**src/rtl/inst_loader_if.sv**
```systemverilog
// Byte-stream, instruction-memory and status signals of the program loader.
// The loader uses the slave view; the host/memory side uses the master view.
interface inst_loader_if;
   logic       start;
   logic       byte_valid;
   logic [7:0] byte_data;
   logic       byte_ready;
   logic [3:0] mem_addr;
   logic       mem_we;
   logic       mem_re;
   logic [7:0] mem_wdata;
   logic [7:0] mem_rdata;
   logic       cpu_hold;
   logic       done;
   logic       error;

   modport master (
      output start, byte_valid, byte_data, mem_rdata,
      input  byte_ready, mem_addr, mem_we, mem_re, mem_wdata, cpu_hold, done, error
   );

   modport slave (
      input  start, byte_valid, byte_data, mem_rdata,
      output byte_ready, mem_addr, mem_we, mem_re, mem_wdata, cpu_hold, done, error
   );
endinterface

```
**src/rtl/inst_loader.sv**
```systemverilog
// Loads a length-prefixed, checksummed byte image into the 16-entry instruction
// memory, reads it back to verify it, and holds the CPU until the image is good.
module inst_loader (
   input  logic         clk,
   input  logic         rst,
   inst_loader_if.slave bus
);

   localparam logic [2:0] IDLE   = 3'd0;
   localparam logic [2:0] LEN    = 3'd1;
   localparam logic [2:0] DATA   = 3'd2;
   localparam logic [2:0] CSUM   = 3'd3;
   localparam logic [2:0] VERIFY = 3'd4;
   localparam logic [2:0] DONE   = 3'd5;
   localparam logic [2:0] ERROR  = 3'd6;

   logic [2:0] state_r;
   logic [4:0] len_r;
   logic [4:0] idx_r;
   logic [4:0] rd_idx_r;
   logic [4:0] cap_cnt_r;
   logic [7:0] csum_r;
   logic [7:0] rb_sum_r;
   logic       rd_valid_r;
   logic       mem_we_r;
   logic       mem_re_r;
   logic [3:0] mem_addr_r;
   logic [7:0] mem_wdata_r;
   logic       cpu_hold_r;
   logic       done_r;
   logic       error_r;

   logic       ready_s;
   logic       accept_s;
   logic [7:0] rb_next_s;

   // Byte acceptance is open only while the stream is being consumed
   always_comb begin
      ready_s = 1'b0;
      case (state_r)
         LEN, DATA, CSUM: ready_s = 1'b1;
         default:         ready_s = 1'b0;
      endcase
   end

   assign accept_s  = bus.byte_valid && ready_s;
   assign rb_next_s = rb_sum_r + bus.mem_rdata;

   // Session FSM, memory port registers and readback verification
   always_ff @(posedge clk) begin
      if (rst) begin
         state_r     <= IDLE;
         len_r       <= 5'd0;
         idx_r       <= 5'd0;
         rd_idx_r    <= 5'd0;
         cap_cnt_r   <= 5'd0;
         csum_r      <= 8'd0;
         rb_sum_r    <= 8'd0;
         rd_valid_r  <= 1'b0;
         mem_we_r    <= 1'b0;
         mem_re_r    <= 1'b0;
         mem_addr_r  <= 4'd0;
         mem_wdata_r <= 8'd0;
         cpu_hold_r  <= 1'b1;
         done_r      <= 1'b0;
         error_r     <= 1'b0;
      end else begin
         mem_we_r   <= 1'b0;
         mem_re_r   <= 1'b0;
         rd_valid_r <= mem_re_r;
         case (state_r)
            IDLE: begin
               if (bus.start) begin
                  state_r <= LEN;
               end
            end
            LEN: begin
               if (accept_s) begin
                  if ((bus.byte_data != 8'd0) && (bus.byte_data <= 8'd16)) begin
                     len_r   <= bus.byte_data[4:0];
                     idx_r   <= 5'd0;
                     state_r <= DATA;
                  end else begin
                     error_r <= 1'b1;
                     state_r <= ERROR;
                  end
               end
            end
            DATA: begin
               if (accept_s) begin
                  mem_we_r    <= 1'b1;
                  mem_addr_r  <= idx_r[3:0];
                  mem_wdata_r <= bus.byte_data;
                  idx_r       <= idx_r + 5'd1;
                  if ((idx_r + 5'd1) == len_r) begin
                     state_r <= CSUM;
                  end
               end
            end
            CSUM: begin
               // The first readback is issued right away so VERIFY spans N+1 cycles
               if (accept_s) begin
                  csum_r     <= bus.byte_data;
                  mem_re_r   <= 1'b1;
                  mem_addr_r <= 4'd0;
                  rd_idx_r   <= 5'd1;
                  cap_cnt_r  <= 5'd0;
                  rb_sum_r   <= 8'd0;
                  state_r    <= VERIFY;
               end
            end
            VERIFY: begin
               if (rd_idx_r < len_r) begin
                  mem_re_r   <= 1'b1;
                  mem_addr_r <= rd_idx_r[3:0];
                  rd_idx_r   <= rd_idx_r + 5'd1;
               end
               // rd_valid_r marks the cycle in which mem_rdata answers the previous read
               if (rd_valid_r) begin
                  rb_sum_r  <= rb_next_s;
                  cap_cnt_r <= cap_cnt_r + 5'd1;
                  if ((cap_cnt_r + 5'd1) == len_r) begin
                     if (rb_next_s == csum_r) begin
                        done_r     <= 1'b1;
                        cpu_hold_r <= 1'b0;
                        state_r    <= DONE;
                     end else begin
                        error_r <= 1'b1;
                        state_r <= ERROR;
                     end
                  end
               end
            end
            DONE, ERROR: begin
               if (bus.start) begin
                  done_r     <= 1'b0;
                  error_r    <= 1'b0;
                  cpu_hold_r <= 1'b1;
                  state_r    <= LEN;
               end
            end
            default: begin
               state_r <= IDLE;
            end
         endcase
      end
   end

   assign bus.byte_ready = ready_s;
   assign bus.mem_addr   = mem_addr_r;
   assign bus.mem_we     = mem_we_r;
   assign bus.mem_re     = mem_re_r;
   assign bus.mem_wdata  = mem_wdata_r;
   assign bus.cpu_hold   = cpu_hold_r;
   assign bus.done       = done_r;
   assign bus.error      = error_r;

endmodule

```
**src/flat_wrapper.sv**
```systemverilog
// flat-port wrapper written by rule: the top's interface ports become plain ports
module inst_loader_flat 
  (clk, rst, bus_start, bus_byte_valid, bus_byte_data, bus_mem_rdata, bus_byte_ready, bus_mem_addr, bus_mem_we, bus_mem_re, bus_mem_wdata, bus_cpu_hold, bus_done, bus_error);
  inst_loader_if bus_i ();
  input  logic clk;
  input  logic rst;
  input wire logic [$bits(bus_i.start)-1:0] bus_start;
  input wire logic [$bits(bus_i.byte_valid)-1:0] bus_byte_valid;
  input wire logic [$bits(bus_i.byte_data)-1:0] bus_byte_data;
  input wire logic [$bits(bus_i.mem_rdata)-1:0] bus_mem_rdata;
  output wire logic [$bits(bus_i.byte_ready)-1:0] bus_byte_ready;
  output wire logic [$bits(bus_i.mem_addr)-1:0] bus_mem_addr;
  output wire logic [$bits(bus_i.mem_we)-1:0] bus_mem_we;
  output wire logic [$bits(bus_i.mem_re)-1:0] bus_mem_re;
  output wire logic [$bits(bus_i.mem_wdata)-1:0] bus_mem_wdata;
  output wire logic [$bits(bus_i.cpu_hold)-1:0] bus_cpu_hold;
  output wire logic [$bits(bus_i.done)-1:0] bus_done;
  output wire logic [$bits(bus_i.error)-1:0] bus_error;
  assign bus_i.start = bus_start;
  assign bus_i.byte_valid = bus_byte_valid;
  assign bus_i.byte_data = bus_byte_data;
  assign bus_i.mem_rdata = bus_mem_rdata;
  assign bus_byte_ready = bus_i.byte_ready;
  assign bus_mem_addr = bus_i.mem_addr;
  assign bus_mem_we = bus_i.mem_we;
  assign bus_mem_re = bus_i.mem_re;
  assign bus_mem_wdata = bus_i.mem_wdata;
  assign bus_cpu_hold = bus_i.cpu_hold;
  assign bus_done = bus_i.done;
  assign bus_error = bus_i.error;
  inst_loader u_core (.clk(clk), .rst(rst), .bus(bus_i));
endmodule
```
**config.mk**
```make
export PLATFORM = sky130hd
export DESIGN_NAME = inst_loader_flat
export DESIGN_NICKNAME = d
export VERILOG_FILES = /design/src/rtl/inst_loader_if.sv /design/src/rtl/inst_loader.sv /design/src/flat_wrapper.sv
export SDC_FILE = /design/constraint.sdc
export NUM_CORES = 1
export LEC_CHECK = 0
export ABC_AREA = 1
export CAP_MARGIN = 20
export CORE_MARGIN = 4
export CORE_UTILIZATION = 50
export CTS_BUF_LIST = sky130_fd_sc_hd__clkbuf_8
export DETAILED_ROUTE_END_ITERATION = 7
export GPL_TIMING_DRIVEN = 0
export PLACE_DENSITY = 0.72
export SLEW_MARGIN = 20
export SYNTH_ARGS = -nofsm -noshare
export SYNTH_HDL_FRONTEND = slang
export SYNTH_SLANG_ARGS = --single-unit
```
**constraint.sdc**
```tcl
create_clock -name clk -period 2.9 [get_ports clk]
set_input_delay 0.58 -clock clk [delete_from_list [all_inputs] [get_ports clk]]
set_output_delay 0.58 -clock clk [all_outputs]
set_load 0.05 [all_outputs]
```
==> results.toml <==
[status]
status = "complete, no violations"

[yosys]
synth_top_family_by_area = "simple AND/OR/NAND/NOR gates"
ys_seq_area_share_pct = 34.6
synth_cells = 482
yosys_register_bits = 57
synth_compound_area_share_pct = 14.3
synth-main-ff-cell = "dfxtp_1"
synth_top_area_cell = "dfxtp_1"
synth_top_cell_area_share_pct = 34.6
synth.top_cells.by_area = "dfxtp_1, nand2_1, a21oi_1, nand3_1, inv_1"
synth_warnings = 0
syn_area_per_cell_um2 = 6.84
synth_nets = 517
syn-cell-area_mm2 = 0.00330
async_reset_ff_share_pct = 0
yosys.area_share.simple_pct = 33.4
synthAdderAreaFrac_pct = 5.92
synthMuxAreaShare_pct = 0
synth_xor_area_share_pct = 3.41
synth_edf_count = 0
synth_cell_types = 37

[timing]
grt_setup_unrepaired = "false"
finalMaxSlewViolations = 0
relSlewSlack_pct = 51.5
max_freq_mhz = 377
final.period_utilization_pct = 91.5
finalSetupViolations = 0
layout_min_cycle_time_ps = 2650
max_slew.worst_pin.slew_ps = 727
hold_viol = 0
fin_tns_setup_ps = 0
worst_slack_ps = 245
clock_skew_ps = 4.11

[placement]
place_inst = 595
dpl_cell_area_mm2 = 0.00375
hpwl_mm = 6.32
io_buffers = 36
gp_congestion = 0.895
dp_slack_ps = -56.5

[critical_path]
critical_path_class = "in -> reg"
crit_arrival_ps = 2850
slowest_stage = "clkdlybuf4s50_1"
start_kind = "input port"
r2r-start = "u_core.rb_sum_r[0]$_SDFFE_PP0P_"
rrSetupSlack_ps = 610
max_stage_delay_ps = 460
cpMostUsedCell = "nand2_1"
startpoint = "bus_mem_rdata[0]"
critPathMaxFanout = 4
critPathCaptureType = "flop"
required_ps = 3100
path_cells = "clkdlybuf4s50_1, ha_1, inv_1, fa_1, inv_1, nand2_2, nand2_2, nand3_2, nand2_1, nand2_1, nand3_1, nand2_1, nor2_2, nand2_1, nand2_2, nand2_1, nand2_1, a21oi_2"

[clock_tree]
cts_hold_buf = 0
post_cts_buffers = 0
cts_root_buf = "clkbuf_8"
clock-sinks = 57
cts.path.max_buffers = 2
clkLatencyLatePin_ps = 340
h-tree-depth = 3
cts_tree = "yes"
cts_resized = 0
clk_pin_slew_ps = 70
numCtsBuffers = 9

[floorplan]
start_util_pct = 51.6
dieArea_mm2 = 0.00796
core_mm2 = 0.00639
die_x_um = 89.2
num_rows = 29
ioPinCount = 38
die_y_um = 89.2

[drt]
dr.pass1.iters = 5
drt_first_iter_violations = 267
routedWlPerCell_um = 14.0
drc = 0
ant_nets = 0
wl_mm = 8.56
drt-met1-wl_mm = 3.83
vias = 3286
top_layer = "met4"
route.met2.wl_mm = 4.02
vias_per_cell = 5.38
wl_met3_um = 589

[pwr]
p_leak_uw = 0.00166
report.power.total_uw = 3410
ir_drop_v = 0.000564
p_per_area_mw_per_mm2 = 852

[global_route]
grt_overflow_total = 0
grt_pass1_vias = 3012
grt_max_degree = 11
antenna_found_initial = 0
grt_pass1_wl_mm = 14.0
grt_usage_pct = 23.0

[flow_run]
drv_cap = 0

[final_layout]
diodes = 0
nets = 564
drive_above_1_share_pct = 10.3
area_delta_synth_final_pct = 21.2
stdcell_count = 611
stdcell_area_mm2 = 0.00400

[worst_hold_path]
hp-start = "u_core.bus.mem_re$_SDFF_PP0_"
hold_class = "reg -> reg"
cells by family (layout without fill, tap and decap cells):
group | count (synthesis) | count (layout)
adder cells (fa/ha/maj) | 15 | 15
buffers and inverters | 72 | 124
AND/OR/NAND/NOR | 238 | 238
XOR/XNOR | 12 | 12
flip-flops | 57 | 57
AO/OA/AOI/OAI | 88 | 88
sequential cells by signal (all words and copies together) (netlist names):
register and flops:
u_core.bus.mem_we 1, u_core.bus.cpu_hold 1, u_core.rd_idx_r 5, u_core.len_r 5, u_core.bus.mem_wdata 8, u_core.bus.error 1, u_core.state_r 3, u_core.bus.done 1
u_core.bus.mem_re 1, u_core.cap_cnt_r 5, u_core.csum_r 8, u_core.rd_valid_r 1, u_core.idx_r 5, u_core.bus.mem_addr 4, u_core.rb_sum_r 8
where the power goes:
| part | total, uW | internal, uW | switching, uW |
|---|---|---|---|
| clock | 921 | 589 | 331 |
| sequential | 1010 | 912 | 95.8 |
| combinational | 1480 | 487 | 990 |
synthesized netlist by cell type (all sizes together), types with 3 or more instances:
cell	number
xnor2	4
o21ai	20
a21oi	57
nand2	121
inv	59
a211oi	4
dfxtp	57
or2	3
o22ai	3
clkbuf	8
nor3	4
xor2	8
ha	14
nand3	65
nor2	43
buf	4
layer usage:
| layer | track usage (%) | vias to the layer above |
|---|---|---|
| met3 | 4.70 | 15 |
| met4 | 8.12 | 0 |
| met5 | 0 | - |
| li1 | - | 1679 |
| met1 | 30.4 | 1488 |
| met2 | 37.4 | 104 |
critical path: cells and delay by family:
kind	cells	cell delay (ps)
simple gates	12	990
fa+ha+maj	2	600
compound gates	1	50
buf+inv	3	630
cells in the final DEF (no fill, tap or decap), types with 11 or more instances in the layout:
master / n
nand2_1: 110
dfxtp_1: 57
nor2_1: 36
nand2_2: 11
nand3_1: 56
inv_1: 54
a21oi_1: 56
clkdlybuf4s50_1: 36
o21ai_0: 19
ha_1: 14
layout make-up:
type	count	area, um2
clock inverters	6	106
fillers	586	2390
inverters	60	225
multi-input cells	353	1880
repair buffers	36	360
clock buffers	10	138
plain buffers	12	51.3
flip-flops and latches	57	1140
well taps	77	96.3
through the flow:
stage          utilization [%]  hold WS (ps)
2_1_floorplan                -           443
3_3_place_gp              58.8           415
3_5_place_dp              58.8           425
4_1_cts                   62.6           436
5_1_grt                   62.6           463
6_report                  62.6           432
final timing paths:
| check | cells after the start | end |
|---|---|---|
| hold / removal | 2 | u_core.rd_valid_r$_SDFF_PP0_ |
| setup / recovery | 18 | u_core.bus.done$_SDFFE_PP0P_ |
| hold reg to reg | 2 | u_core.rd_valid_r$_SDFF_PP0_ |
| setup reg to reg | 17 | u_core.bus.done$_SDFFE_PP0P_ |
(Power assumes the default switching activity.)
